File: src/rtl/ttl_univ_shift_sync_pkg.sv
// Shared definitions for the 74194-style shift parts: mode encodings and the
// counter-width helper also used by the other shift and counter blocks.
package ttl_univ_shift_sync_pkg;

  typedef enum logic [1:0] {
    MODE_HOLD = 2'b00,
    MODE_SHR  = 2'b01,
    MODE_SHL  = 2'b10,
    MODE_LOAD = 2'b11
  } shift_mode_e;

  // Bits needed to count 0..width inclusive.
  function automatic int cnt_width(input int width);
    return $clog2(width + 1);
  endfunction

endpackage

File: src/rtl/ttl_univ_shift_sync_if.sv
// Data/control bundle for ttl_univ_shift_sync. Done exists only when
// TTL_SHIFT_DONE_EN is defined.
interface ttl_univ_shift_sync_if #(
  parameter int WIDTH = 8
);
  logic [1:0]       S;
  logic             DSR;
  logic             DSL;
  logic [WIDTH-1:0] D;
  logic [WIDTH-1:0] Q;
`ifdef TTL_SHIFT_DONE_EN
  logic             Done;

  modport master (output S, DSR, DSL, D, input Q, Done);
  modport slave  (input S, DSR, DSL, D, output Q, Done);
`else
  modport master (output S, DSR, DSL, D, input Q);
  modport slave  (input S, DSR, DSL, D, output Q);
`endif
endinterface

File: src/rtl/ttl_univ_shift_cell.sv
// One bit of the universal shift register: 4:1 mode mux feeding a flop.
// Any unrecognised mode (including X in simulation) holds the bit.
module ttl_univ_shift_cell
  import ttl_univ_shift_sync_pkg::*;
(
  input  logic       clk,
  input  logic [1:0] mode,
  input  logic       shr_in,
  input  logic       shl_in,
  input  logic       load_in,
  output logic       q
);

  always_ff @(posedge clk) begin
    case (mode)
      MODE_SHR:  q <= shr_in;
      MODE_SHL:  q <= shl_in;
      MODE_LOAD: q <= load_in;
      default:   q <= q;
    endcase
  end

endmodule

File: src/rtl/ttl_univ_shift_sync.sv
// 74194-style universal shift register with synchronous active-high Clear.
// Optional shift counter and Done flag under macro TTL_SHIFT_DONE_EN.
module ttl_univ_shift_sync
  import ttl_univ_shift_sync_pkg::*;
#(
  parameter int WIDTH      = 8,
  parameter int DELAY_RISE = 0,
  parameter int DELAY_FALL = 0
) (
  input  logic                  Clk,
  input  logic                  Clear,
  ttl_univ_shift_sync_if.slave  bus
);

  // Output delays describe the part for behavioural models only; the
  // synthesizable register has none, so only sanity-check the values here.
  if (WIDTH < 2) begin : g_bad_width
    $error("ttl_univ_shift_sync: WIDTH must be at least 2");
  end
  if (DELAY_RISE < 0 || DELAY_FALL < 0) begin : g_bad_delay
    $error("ttl_univ_shift_sync: delays must be non-negative");
  end

  logic [1:0]       mode_eff;
  logic [WIDTH-1:0] load_eff;
  logic [WIDTH-1:0] q_int;

  // Clear is folded into a load of zero so each cell stays a plain 4:1 mux.
  assign mode_eff = Clear ? MODE_LOAD : bus.S;
  assign load_eff = Clear ? '0 : bus.D;

  for (genvar i = 0; i < WIDTH; i++) begin : g_cell
    logic shr_in;
    logic shl_in;

    if (i == 0) begin : g_lsb
      assign shr_in = bus.DSR;
    end else begin : g_shr
      assign shr_in = q_int[i-1];
    end

    if (i == WIDTH - 1) begin : g_msb
      assign shl_in = bus.DSL;
    end else begin : g_shl
      assign shl_in = q_int[i+1];
    end

    ttl_univ_shift_cell u_cell (
      .clk     (Clk),
      .mode    (mode_eff),
      .shr_in  (shr_in),
      .shl_in  (shl_in),
      .load_in (load_eff[i]),
      .q       (q_int[i])
    );
  end

  assign bus.Q = q_int;

`ifdef TTL_SHIFT_DONE_EN
  localparam int CW = cnt_width(WIDTH);

  logic [CW-1:0] cnt;
  logic [CW-1:0] cnt_nxt;
  logic          done_q;

  always_comb begin
    cnt_nxt = cnt;
    if (Clear) begin
      cnt_nxt = '0;
    end else begin
      case (bus.S)
        MODE_LOAD: cnt_nxt = '0;
        MODE_SHR,
        MODE_SHL: begin
          if (cnt != CW'(WIDTH)) cnt_nxt = cnt + CW'(1);
        end
        default: cnt_nxt = cnt;
      endcase
    end
  end

  // Done is registered from the next count so it rises with the WIDTH-th shift.
  always_ff @(posedge Clk) begin
    cnt    <= cnt_nxt;
    done_q <= (cnt_nxt == CW'(WIDTH));
  end

  assign bus.Done = done_q;
`endif

endmodule

File: src/flat_wrapper.sv
// flat-port wrapper written by rule: the top's interface ports become plain ports
module ttl_univ_shift_sync_flat import ttl_univ_shift_sync_pkg::*;
#(
  parameter int WIDTH      = 8,
  parameter int DELAY_RISE = 0,
  parameter int DELAY_FALL = 0
)
  (Clk, Clear, bus_S, bus_DSR, bus_DSL, bus_D, bus_Q);
  ttl_univ_shift_sync_if #(.WIDTH(WIDTH)) bus_i ();
  input  logic Clk;
  input  logic Clear;
  input wire logic [$bits(bus_i.S)-1:0] bus_S;
  input wire logic [$bits(bus_i.DSR)-1:0] bus_DSR;
  input wire logic [$bits(bus_i.DSL)-1:0] bus_DSL;
  input wire logic [$bits(bus_i.D)-1:0] bus_D;
  output wire logic [$bits(bus_i.Q)-1:0] bus_Q;
  assign bus_i.S = bus_S;
  assign bus_i.DSR = bus_DSR;
  assign bus_i.DSL = bus_DSL;
  assign bus_i.D = bus_D;
  assign bus_Q = bus_i.Q;
  ttl_univ_shift_sync #(.WIDTH(WIDTH), .DELAY_RISE(DELAY_RISE), .DELAY_FALL(DELAY_FALL)) u_core (.Clk(Clk), .Clear(Clear), .bus(bus_i));
endmodule
File: config.mk
export PLATFORM = sky130hd
export DESIGN_NAME = ttl_univ_shift_sync_flat
export DESIGN_NICKNAME = d
export VERILOG_FILES = /design/src/rtl/ttl_univ_shift_sync_pkg.sv /design/src/rtl/ttl_univ_shift_sync_if.sv /design/src/rtl/ttl_univ_shift_cell.sv /design/src/rtl/ttl_univ_shift_sync.sv /design/src/flat_wrapper.sv
export SDC_FILE = /design/constraint.sdc
export NUM_CORES = 1
export LEC_CHECK = 0
export BUFFER_PORTS_ARGS = -buffer_cell sky130_fd_sc_hd__buf_4
export CORE_AREA = 4 4 41 43
export CTS_CLUSTER_DIAMETER = 150
export DETAILED_ROUTE_END_ITERATION = 10
export DIE_AREA = 0 0 45 47
export PLACE_DENSITY = 0.7
export SYNTH_ARGS = -nofsm -noshare
export SYNTH_HDL_FRONTEND = slang
export SYNTH_SLANG_ARGS = --single-unit
File: constraint.sdc
create_clock -name Clk -period 1.15 [get_ports Clk]
set_clock_uncertainty 0.15 [all_clocks]
set_input_delay 0.115 -clock Clk [delete_from_list [all_inputs] [get_ports Clk]]
set_output_delay 0.115 -clock Clk [all_outputs]
set_load 0.03 [all_outputs]
==> impl_results.md <==
* Netlist Area Pre-Place at around 510 um2
* Final min period at about 1.1 ns
* Status: completed
* CTS tree: yes
* Max FFs per register at 8
* Most common cell after layout, fill and taps aside: buf_4
* H-tree Lvls at 1
* Pre-Repair DR Iteration Count at 2
* Starting Density at 0.393
* Max-cap violation count at 0
* Yosys Warn Count at 0
* Post-synthesis net count at between 50 and 60
* Area after DPL at between 600 and 700 um2
* Area Overhead vs Synth at 28.6%
* Root buffer cell: clkbuf_4
* Final cell count without fillers at 74
* Clock buffer count from CTS at 3
* Most frequent cells in the layout: buf_4, mux2i_1, nor2_1, a211oi_1, edfxtp_1
* FF+latch count, synth at 8
* Post-route antenna net violation count at 0
* Hold Crit Class: primary input to flop
* # diodes at 0
* Final Setup Violations at 0
* PortBufs at 21
* M2 GR Usage at 0.167
* RD Place Congestion at 0.727
* CP Capture Type: output pin
* Worst path required time at between 0.8 and 0.9 ns
* Post-synthesis sequential area ratio at 0.469
* Largest registers: u_core.g_cell.u_cell.q: 8 flops
* Hold Buf Count CTS at 0
* Initial antenna violation count at 0
* RSZ-0062 raised after global routing: true
* Share of layout cells above drive strength 1 at 0.458
* First-pass GRT wire length at between 1 and 1.5 mm
* Die W at roughly 45 um
* Data arrival time of the critical path at roughly 0.86 ns
* Iter 0 DRT Violations at 5
* Crit Path Class: flop to output pin
* Worst path top cell family by delay: flip-flops
* Critical Path, Cell by Cell: buf_6
* Crit path max-delay cell type: edfxtp_1
* Sink Count at 8
* Core ar. at 1300 um2
* Met1 Usage GRT at 0.114
* Unique masters post-synth at 8
* Max Fclk at ~0.9 GHz
* Routed WL per cell at 13.1 um
* Critical Path Start Type: flop
* Placed Instances at 71
* WL final at 973 um
* Via density at roughly 4.9
* Largest net degree at the start of global routing at 17
* Mean Syn Cell Area at 11.4 um2
* Nets at 75
* Final hold vios at 0
* Die area at about 2100 um2
* Grt peak-use layer: met2
* Slew Viols, Final at 0
* Fillers at 132
* Clock transition at path regs at approximately 0.05 ns
* Final instance area at approximately 660 um2
* Cell Rows at 13
* P_leak at ~0.3 nW
* Die Y at between 40 and 50 um
* Min Hold Slack at 0.106 ns
* Largest Register: u_core.g_cell.u_cell.q
* PD cells at 1230 nW/um2
* Worst-path fanout max at 3
* Crit path largest cell delay at 0.44 ns
* Vias in the first global route at between 300 and 400
* Clock Tree Buf Depth at 2
* Worst slew pin tran at approximately 0.21 ns
* Setup bufs post-CTS at 0
* Period utilization at 0.977
* IO Pins at 22
* Global route total overflow at 0
* Clock Latency Late Sink at 0.25 ns
* Tot GR Track Use at 0.103
* Cells after Synth at 45
* M3 GR Usage at 0.0575
* DR vias at ~370
* Buf/Inv on CP at 1
* VDD IR-drop max at 0.000585 V
* Rel. slew slack at 0.856
* Drt drc at 0
[per-layer routing]
metal,vias to the layer above,part of all wire
li1,185,-
met1,165,0.41
met2,15,0.51
met3,0,0.083
met4,0,0
met5,-,0
[Yosys cell counts]
cell type,number,area share
or3_1,1,0.012
mux2i_1,8,0.16
buf_2,1,0.0098
buf_4,9,0.13
nor2_1,8,0.059
a211oi_1,8,0.12
edfxtp_1,8,0.47
buf_6,2,0.044
[power by group]
part | total (W) | switching (W) | internal (W)
logic | 0.000219 | 0.000111 | 0.000108
registers | 0.000381 | 0.0000253 | 0.000355
clock network | 0.000212 | 0.0000929 | 0.000119
[area by class of cell]
| class | instances | area, um2 | area share |
|---|---|---|---|
| Clock buffer | 3 | 22.5 | 0.0342 |
| Multi-Input combinational cell | 25 | 181 | 0.276 |
| Tap cell | 15 | 18.8 | 0.0285 |
| Timing Repair Buffer | 23 | 195 | 0.297 |
| Sequential cell | 8 | 240 | 0.365 |
[repair_timing]
item | CTS | global route
endpoints found under the setup margin | 1 | 6
gates resized for setup | 1 | 5
endpoints found under the hold margin | 0 | 0
[through the flow]
step	TNS (ns)	setup slack [ns]	utilization	power (W)
5_1_grt	-0.0416	-0.0180	0.506	0.000852
6_report	0	0.0269	0.506	0.000811
2_1_floorplan	0	0.0478	-	0.000543
4_1_cts	0	0.00803	0.491	0.000809
3_5_place_dp	0	0.0373	0.471	0.000593
3_3_place_gp	0	0.0485	0.471	0.000589
[worst paths after layout]
kind / startpoint / end / slack [ns] / depth (start not counted)
min reg2reg: u_core.g_cell[0].u_cell.q$_DFFE_PP_ / u_core.g_cell[1].u_cell.q$_DFFE_PP_ / 0.58 / 2
max: u_core.g_cell[1].u_cell.q$_DFFE_PP_ / bus_Q[1] / 0.03 / 1
min: Clear / u_core.g_cell[6].u_cell.q$_DFFE_PP_ / 0.11 / 2
max reg2reg: u_core.g_cell[4].u_cell.q$_DFFE_PP_ / u_core.g_cell[3].u_cell.q$_DFFE_PP_ / 0.06 / 2
[cells by family (layout without fill, tap and decap cells)]
group,Yosys count,count (layout),synth area share
flops,8,8,0.469
mux,8,8,0.156
buf+inv,12,26,0.186
compound gates,8,8,0.117
simple gates,9,9,0.0709
Power figures use the tool's default switching activity.
